==> config.mk <==
export PLATFORM = sky130hd
export DESIGN_NAME = obuf_a_fifo
export DESIGN_NICKNAME = d
export VERILOG_FILES = /design/src/rtl/obuf_a_fifo.sv
export SDC_FILE = /design/constraint.sdc
export NUM_CORES = 1
export LEC_CHECK = 0
export CORE_MARGIN = 2
export CORE_UTILIZATION = 52
export CTS_CLUSTER_DIAMETER = 50
export DETAILED_ROUTE_END_ITERATION = 6
export PLACE_DENSITY = 0.86
export SLEW_MARGIN = 20
export SYNTH_ARGS = -nofsm -noshare
export SYNTH_HDL_FRONTEND = slang
export SYNTH_SLANG_ARGS = --single-unit
==> constraint.sdc <==
create_clock -name clk -period 4.4 [get_ports clk]
set_input_delay 1.1 -clock clk [delete_from_list [all_inputs] [get_ports clk]]
set_output_delay 1.1 -clock clk [all_outputs]
set_load 0.03 [all_outputs]
==> src/rtl/obuf_a_fifo.sv <==
// Output-port buffer: captures the arbiter-granted input payload into a small FIFO toward the link.
// Latency: 1 cycle from push edge to head visible on payload_o; no combinational bypass.
// Backpressure: obuf_rdy low when full or power-gated; head held until out_rdy accepts it.
module obuf_a_fifo #(
  parameter int PYLD_W = 17,
  parameter int DEPTH  = 4
) (
  input  logic                  clk,
  input  logic                  rst_n,
  input  logic                  pg_en,
  input  logic [4:0]            arb_gnt,
  input  logic [5*PYLD_W-1:0]   payload_i,
  output logic                  obuf_rdy,
  output logic                  out_vld,
  input  logic                  out_rdy,
  output logic [PYLD_W-1:0]     payload_o,
  output logic                  gnt_err
);

  localparam int AW = $clog2(DEPTH);
  localparam logic [AW:0] FULL = (AW+1)'(DEPTH);

  logic [PYLD_W-1:0] mem [DEPTH];
  logic [AW-1:0]     wp;
  logic [AW-1:0]     rp;
  logic [AW:0]       cnt;

  logic              gnt_any;
  logic              gnt_multi;
  logic              push;
  logic              pop;
  logic [PYLD_W-1:0] gnt_pyld;

  // Handshake outputs depend only on held state and pg_en, never on this cycle's grant/out_rdy.
  assign obuf_rdy  = ~pg_en & (cnt != FULL);
  assign out_vld   = ~pg_en & (cnt != '0);
  assign payload_o = mem[rp];

  // A grant with more than one bit set is malformed: it is flagged and never pushed.
  assign gnt_any   = |arb_gnt;
  assign gnt_multi = |(arb_gnt & (arb_gnt - 5'd1));
  assign push      = gnt_any & ~gnt_multi & obuf_rdy;
  assign pop       = out_vld & out_rdy;

  // AND-OR select of the granted input slice.
  always_comb begin
    gnt_pyld = '0;
    for (int i = 0; i < 5; i++) begin
      gnt_pyld = gnt_pyld | (payload_i[i*PYLD_W +: PYLD_W] & {PYLD_W{arb_gnt[i]}});
    end
  end

  // Storage array and write pointer; reset clears contents so payload_o reads zero.
  always_ff @(posedge clk or negedge rst_n) begin
    if (!rst_n) begin
      for (int i = 0; i < DEPTH; i++) begin
        mem[i] <= '0;
      end
      wp <= '0;
    end else if (push) begin
      mem[wp] <= gnt_pyld;
      wp      <= wp + 1'b1;
    end
  end

  // Read pointer advances on each accepted head entry.
  always_ff @(posedge clk or negedge rst_n) begin
    if (!rst_n) begin
      rp <= '0;
    end else if (pop) begin
      rp <= rp + 1'b1;
    end
  end

  // Occupancy: simultaneous push and pop leaves it unchanged.
  always_ff @(posedge clk or negedge rst_n) begin
    if (!rst_n) begin
      cnt <= '0;
    end else begin
      case ({push, pop})
        2'b10:   cnt <= cnt + 1'b1;
        2'b01:   cnt <= cnt - 1'b1;
        default: cnt <= cnt;
      endcase
    end
  end

  // Sticky malformed-grant flag, cleared only by reset.
  always_ff @(posedge clk or negedge rst_n) begin
    if (!rst_n) begin
      gnt_err <= 1'b0;
    end else if (gnt_multi) begin
      gnt_err <= 1'b1;
    end
  end

endmodule

# Word-level counts from Yosys, hierarchy flattened
# Index checks and enable logic that the tools add are counted.
# W data, S select, Z words.
# totals
in_bits	94
reg_bits	76
word_cells	50
output_inout_bits	20
# classes
n_bitwise	19
reduce_logical	5
muxes	7
magnitude_cmp	3
eq_ne	3
n_addsub	5
# op_table
cell	count
$and A17 B17 Y17	5
$bwmux W68	1
$or A17 B17 Y17	4
$mux W17	3
$bmux W17 S2	1
$demux W17 S2	1
$reduce_or A5 Y1	2
$ge A3 B3 Y1 const B	2
$not A2 Y3	2
$pmux W3 S2	1
$and A1 B1 Y1	5
$and A5 B5 Y5	1
$sub A5 B1 Y5 const B	1
$add A2 B1 Y2 const B	2
$add A3 B1 Y3 const B	1
$lt A3 B1 Y1 const B	1
$ne A3 B3 Y1 const B	1
$reduce_bool A3 Y1	1
$sub A3 B1 Y3 const B	1
$eq A2 B1 Y1 const B	1
$eq A2 B2 Y1 const B	1
$not A1 Y1	2
$reduce_bool A2 Y1	1
$logic_and A1 B1 Y1	1

# Logic depth before layout (Yosys ltp)
# depth
depth_word	8
mapped_depth	11
mapped_depth_nobuf	10

# Worst setup path after synthesis
# OpenSTA, ideal clock, no wires.
# synth_timing
kind	input-to-reg
from	input port arb_gnt[3]
to	register cnt[2]
t_required_ps	4321
path_buffers	1
arrival_ps	2779
stages	10
path_slack_ps	1542
setup_ps	79
path_cell_list	buf_2 o211ai_4 a21boi_4 inv_1 ha_1 inv_1 fa_1 xor2_1 nor2_1 xor2_1
# synth_between
elab_chain_len	8
# synth_lines
item	line_no	text
from (decl)	11	input logic [4:0] arb_gnt,
$sub A5 B1 Y5	41	assign gnt_multi = |(arb_gnt & (arb_gnt - 5'd1));
$and A5 B5 Y5	41	
$reduce_or A5 Y1	41	
$not A1 Y1	42	assign push = gnt_any & ~gnt_multi & obuf_rdy;
$and A1 B1 Y1 * (2 in a row)	42	
$eq A2 B1 Y1 or $eq A2 B2 Y1 (tied branches)	80	case ({push, pop})
$pmux W3 S2 or $reduce_bool A2 Y1 (tied branches)	-	
to (signal assigned)	81	2'b10: cnt <= cnt + 1'b1;
to (signal assigned)	82	2'b01: cnt <= cnt - 1'b1;
to (signal assigned)	83	default: cnt <= cnt;
to (decl)	26	logic [AW:0] cnt;
# Every way passes the cells marked *; elsewhere a longest branch is shown, timed or not.
# A chain may end at the register's enable or synchronous reset.

# Final worst setup path
# layout_timing
from	input port pg_en
to	output port obuf_rdy
# layout_between
elab_chain_len	2
# layout_lines
item	line_no	text
from (decl)	10	input logic pg_en,
$not A1 Y1	35	assign obuf_rdy = ~pg_en & (cnt != FULL);
$and A1 B1 Y1	35	
to (decl)	13	output logic obuf_rdy,
# No other way between the ends.

==> key figures <==
Placed design
  • Inst Count DP: 487
  • Port bufs: 113
  • DP Area: 5330 µm²
  • Dpl hpwl: 7.25 mm
  • GP Congestion: 0.818

Clock tree
  • H-tree levels: 3
  • Root Buffer Master: clkbuf_8
  • Cts bufs inserted: 9
  • # hold bufs at CTS: 0
  • CTS tree: yes
  • CTS Sinks: between 70 and 80
  • # Post-CTS Setup Buffers: 0
  • Post-CTS sizing: 0
  • Bufs on Longest Clock Path: 2
  • Worst-Skew Late Latency: 0.35 ns
  • Reg clk slew, reported paths: approximately 0.080 ns

Yosys
  • Synthesized cell area: between 4000 and 5000 µm²
  • Synth Instances: 280
  • Synth Area in XOR/XNOR: around 1.5%
  • Yosys top cell by area: dfrtp_1
  • Commonest cells post-synth: dfrtp_1 (76), mux2_4 (40), mux2_2 (29)
  • YS warnings: 0
  • Post-Syn Nets: 380
  • Number of synthesized register bits: 76
  • Dominant cell by count in the synthesized netlist: dfrtp_1
  • Largest family of logic cells by synthesized area: multiplexers
  • Distinct cells, synth: 35
  • Top cell type's share of synthesized area: 46.1%
  • Avg Cell Area, Syn: 14.7 µm²
  • Synth Area in Compound Gates: 10.5%
  • Adder-cell area share of the yosys netlist: 2.25%
  • Post-synthesis sequential area ratio: a little under half
  • Post-Synth Simple-Gate Area: roughly 4.0%
  • Post-synth EDFFs: 0
  • Synth Flop Type: dfrtp_1
  • Area contributors post-synth: dfrtp_1 (46%), mux2_4 (15%), mux4_2 (9.3%), mux2_2 (7.9%), a222oi_1 (4.1%)
  • Post-synthesis mux area share: 32.0%
  • Post-synth ARST share: 100%

Global route
  • Largest net degree at the start of global routing: between 70 and 80
  • Total grt overflow: 0
  • First-pass GRT wire length: 16.6 mm
  • Tot GR Track Use: 25.3%
  • Initial antenna violation count: 0
  • Vias in the first global route: between 3000 and 4000

Cells and area
  • N_diodes: 0
  • Proportion of layout cells with a drive suffix above 1: between 30% and 40%
  • Final std cell area, no fill: 5510 µm²
  • Layout Area Growth over Synthesis: 33.6%
  • Final net count: 496
  • Final non-filler cell total: 503
  • Fillers: 521

Worst hold path
  • Worst min-delay path startpoint: cnt[2]
  • Hold depth: 1
  • Worst hold path type: reg2reg
  • Hold EP: cnt[2]

Detailed routing
  • DR pass1 iterations: 5
  • Vias/cell: 5.81
  • Mean routed wirelength per cell: approximately 20 µm
  • DRC: 0
  • Routed Wire Length: 10.2 mm
  • DR vias: around 3000
  • Final ANT Viol Nets: 0
  • DR iter-0 viols: 210

STA
  • RSZ-0062 raised after global routing: no
  • Fin Hold WS: 0.486 ns
  • Final setup viols: 0
  • Slew Limit Fails: 0
  • Worst Skew: roughly 0.0090 ns
  • Slew HR: between 30 and 40%
  • Final hold viol count: 0
  • Final period util: 82.1%
  • Slew @ Worst Pin: around 0.94 ns
  • Minimum clock period: 3.61 ns
  • Max Fclk: roughly 280 MHz
  • TNS Setup: 0 ns

Worst setup path
  • Startpoint types: primary input
  • R2R cell count: 10
  • Top Family by Delay on Critical Path: buffers and inverters
  • CP Data Required Time: 3.30 ns
  • Critical Path AT: 2.51 ns
  • Setup CP Type: in2out
  • Worst r2r src: cnt[0]
  • Crit path max fanout: 5
  • CP max stage cell: clkdlybuf4s50_1
  • Cell mode on critical path: clkdlybuf4s50_1
  • R2R setup slack: between 1.5 and 2 ns
  • Worst Setup End Kind: output port
  • Buffers & Inverters on Critical Path: 3
  • Ordered cell list for the critical path: clkdlybuf4s50_1 > inv_1 > and2_1 > clkdlybuf4s50_1
  • Worst stage delay on the critical path: just under 0.7 ns
  • End of the worst register-to-register path: cnt[2]

Floorplan
  • Rows: 32
  • Die Area: around 8700 µm²
  • DIE WIDTH: 93.1 µm
  • Die height: 93.1 µm
  • Initial Utilization: 53.6%
  • Core box area: 7690 µm²
  • # IOs: approximately 110

Pwr
  • Total Power: 3530 µW
  • Worst IR Drop VDD: 0.000480 V
  • PD cells: 641 nW/µm²
  • Static Leak: 0.00224 µW

Outcome
  • Status: finished clean

Run
  • # Max-Cap Violations: 0
-- power by group --
group          internal [µW]  switching (µW)
clock                    221             265
combinational           1010             748
sequential              1050             242
-- per-stage QoR --
| stage | utilization, % | setup slack (ns) |
|---|---|---|
| 2_1_floorplan | - | 1.54 |
| 3_3_place_gp | 69.4 | 0.804 |
| 3_5_place_dp | 69.4 | 0.739 |
| 4_1_cts | 71.7 | 0.784 |
| 5_1_grt | 71.7 | 0.717 |
| 6_report | 71.7 | 0.787 |
-- layer usage --
metal  GRT usage, %  part of all wire, %
met2           42.0                   52
met5              0                    0
met1           33.7                   42
met4           9.31                  1.8
met3           4.43                  5.0
-- final cells by class --
cell class              count  area (µm²)  area share (%)
well taps                 102         128            2.32
flip-flops and latches     76        1900            34.5
clock inverters             5        36.3           0.658
multi-input cells         179        2070            37.6
repair buffers            123        1200            21.8
inverters                   7        26.3           0.477
clock buffers              11         141            2.57
-- state kept, by name, summed over array words and instances, names as in the netlist --
name / count
gnt_err: 1
wp: 2
rp: 2
mem: 68
cnt: 3
-- cells by family after synthesis --
logic type	count (synthesis)
AO/OA/AOI/OAI	44
XOR/XNOR	7
adder cells (fa/ha/maj)	7
buffers and inverters	25
flip-flops	76
multiplexers	87
AND/OR/NAND/NOR	34
-- worst max-delay path by stage --
stage | depth (start not counted) | endpoint | slack [ns] | start
finish | 4 | obuf_rdy | 0.79 | pg_en
global route | 4 | obuf_rdy | 0.72 | pg_en
CTS | 4 | obuf_rdy | 0.78 | pg_en
detailed placement | 12 | cnt[2] | 0.74 | arb_gnt[4]
global placement | 4 | obuf_rdy | 0.80 | pg_en
floorplan | 10 | cnt[2] | 1.54 | arb_gnt[3]
-- worst reg2reg max path: stages, from the launching register on --
cell and delay (ns):
dfrtp_1 0.42, or3b_2 0.51, and2_1 0.20, a21boi_4 0.15, inv_1 0.07, ha_1 0.17, inv_1 0.06, fa_1 0.37
xor2_1 0.15, nor2_1 0.11, xor2_1 0.14
-- cells in the final DEF, fill, tap and decap left out, drive strengths merged, types with 2 or more instances in the layout --
cell           Yosys  final
nand2             18     18
clkinvlp           0      3
o21ai              3      3
a21oi              5      5
xor2               4      4
a222oi            17     17
mux4              17     17
buf               11     11
nor2b              2      2
nor3               2      2
xnor2              3      3
ha                 5      5
dfrtp             76     76
nor2               4      4
clkbuf             7     11
nand3              4      4
mux2              69     69
inv                7      8
clkdlybuf4s50      0    112
a22oi             17     17
Power figures use the tool's default switching activity.
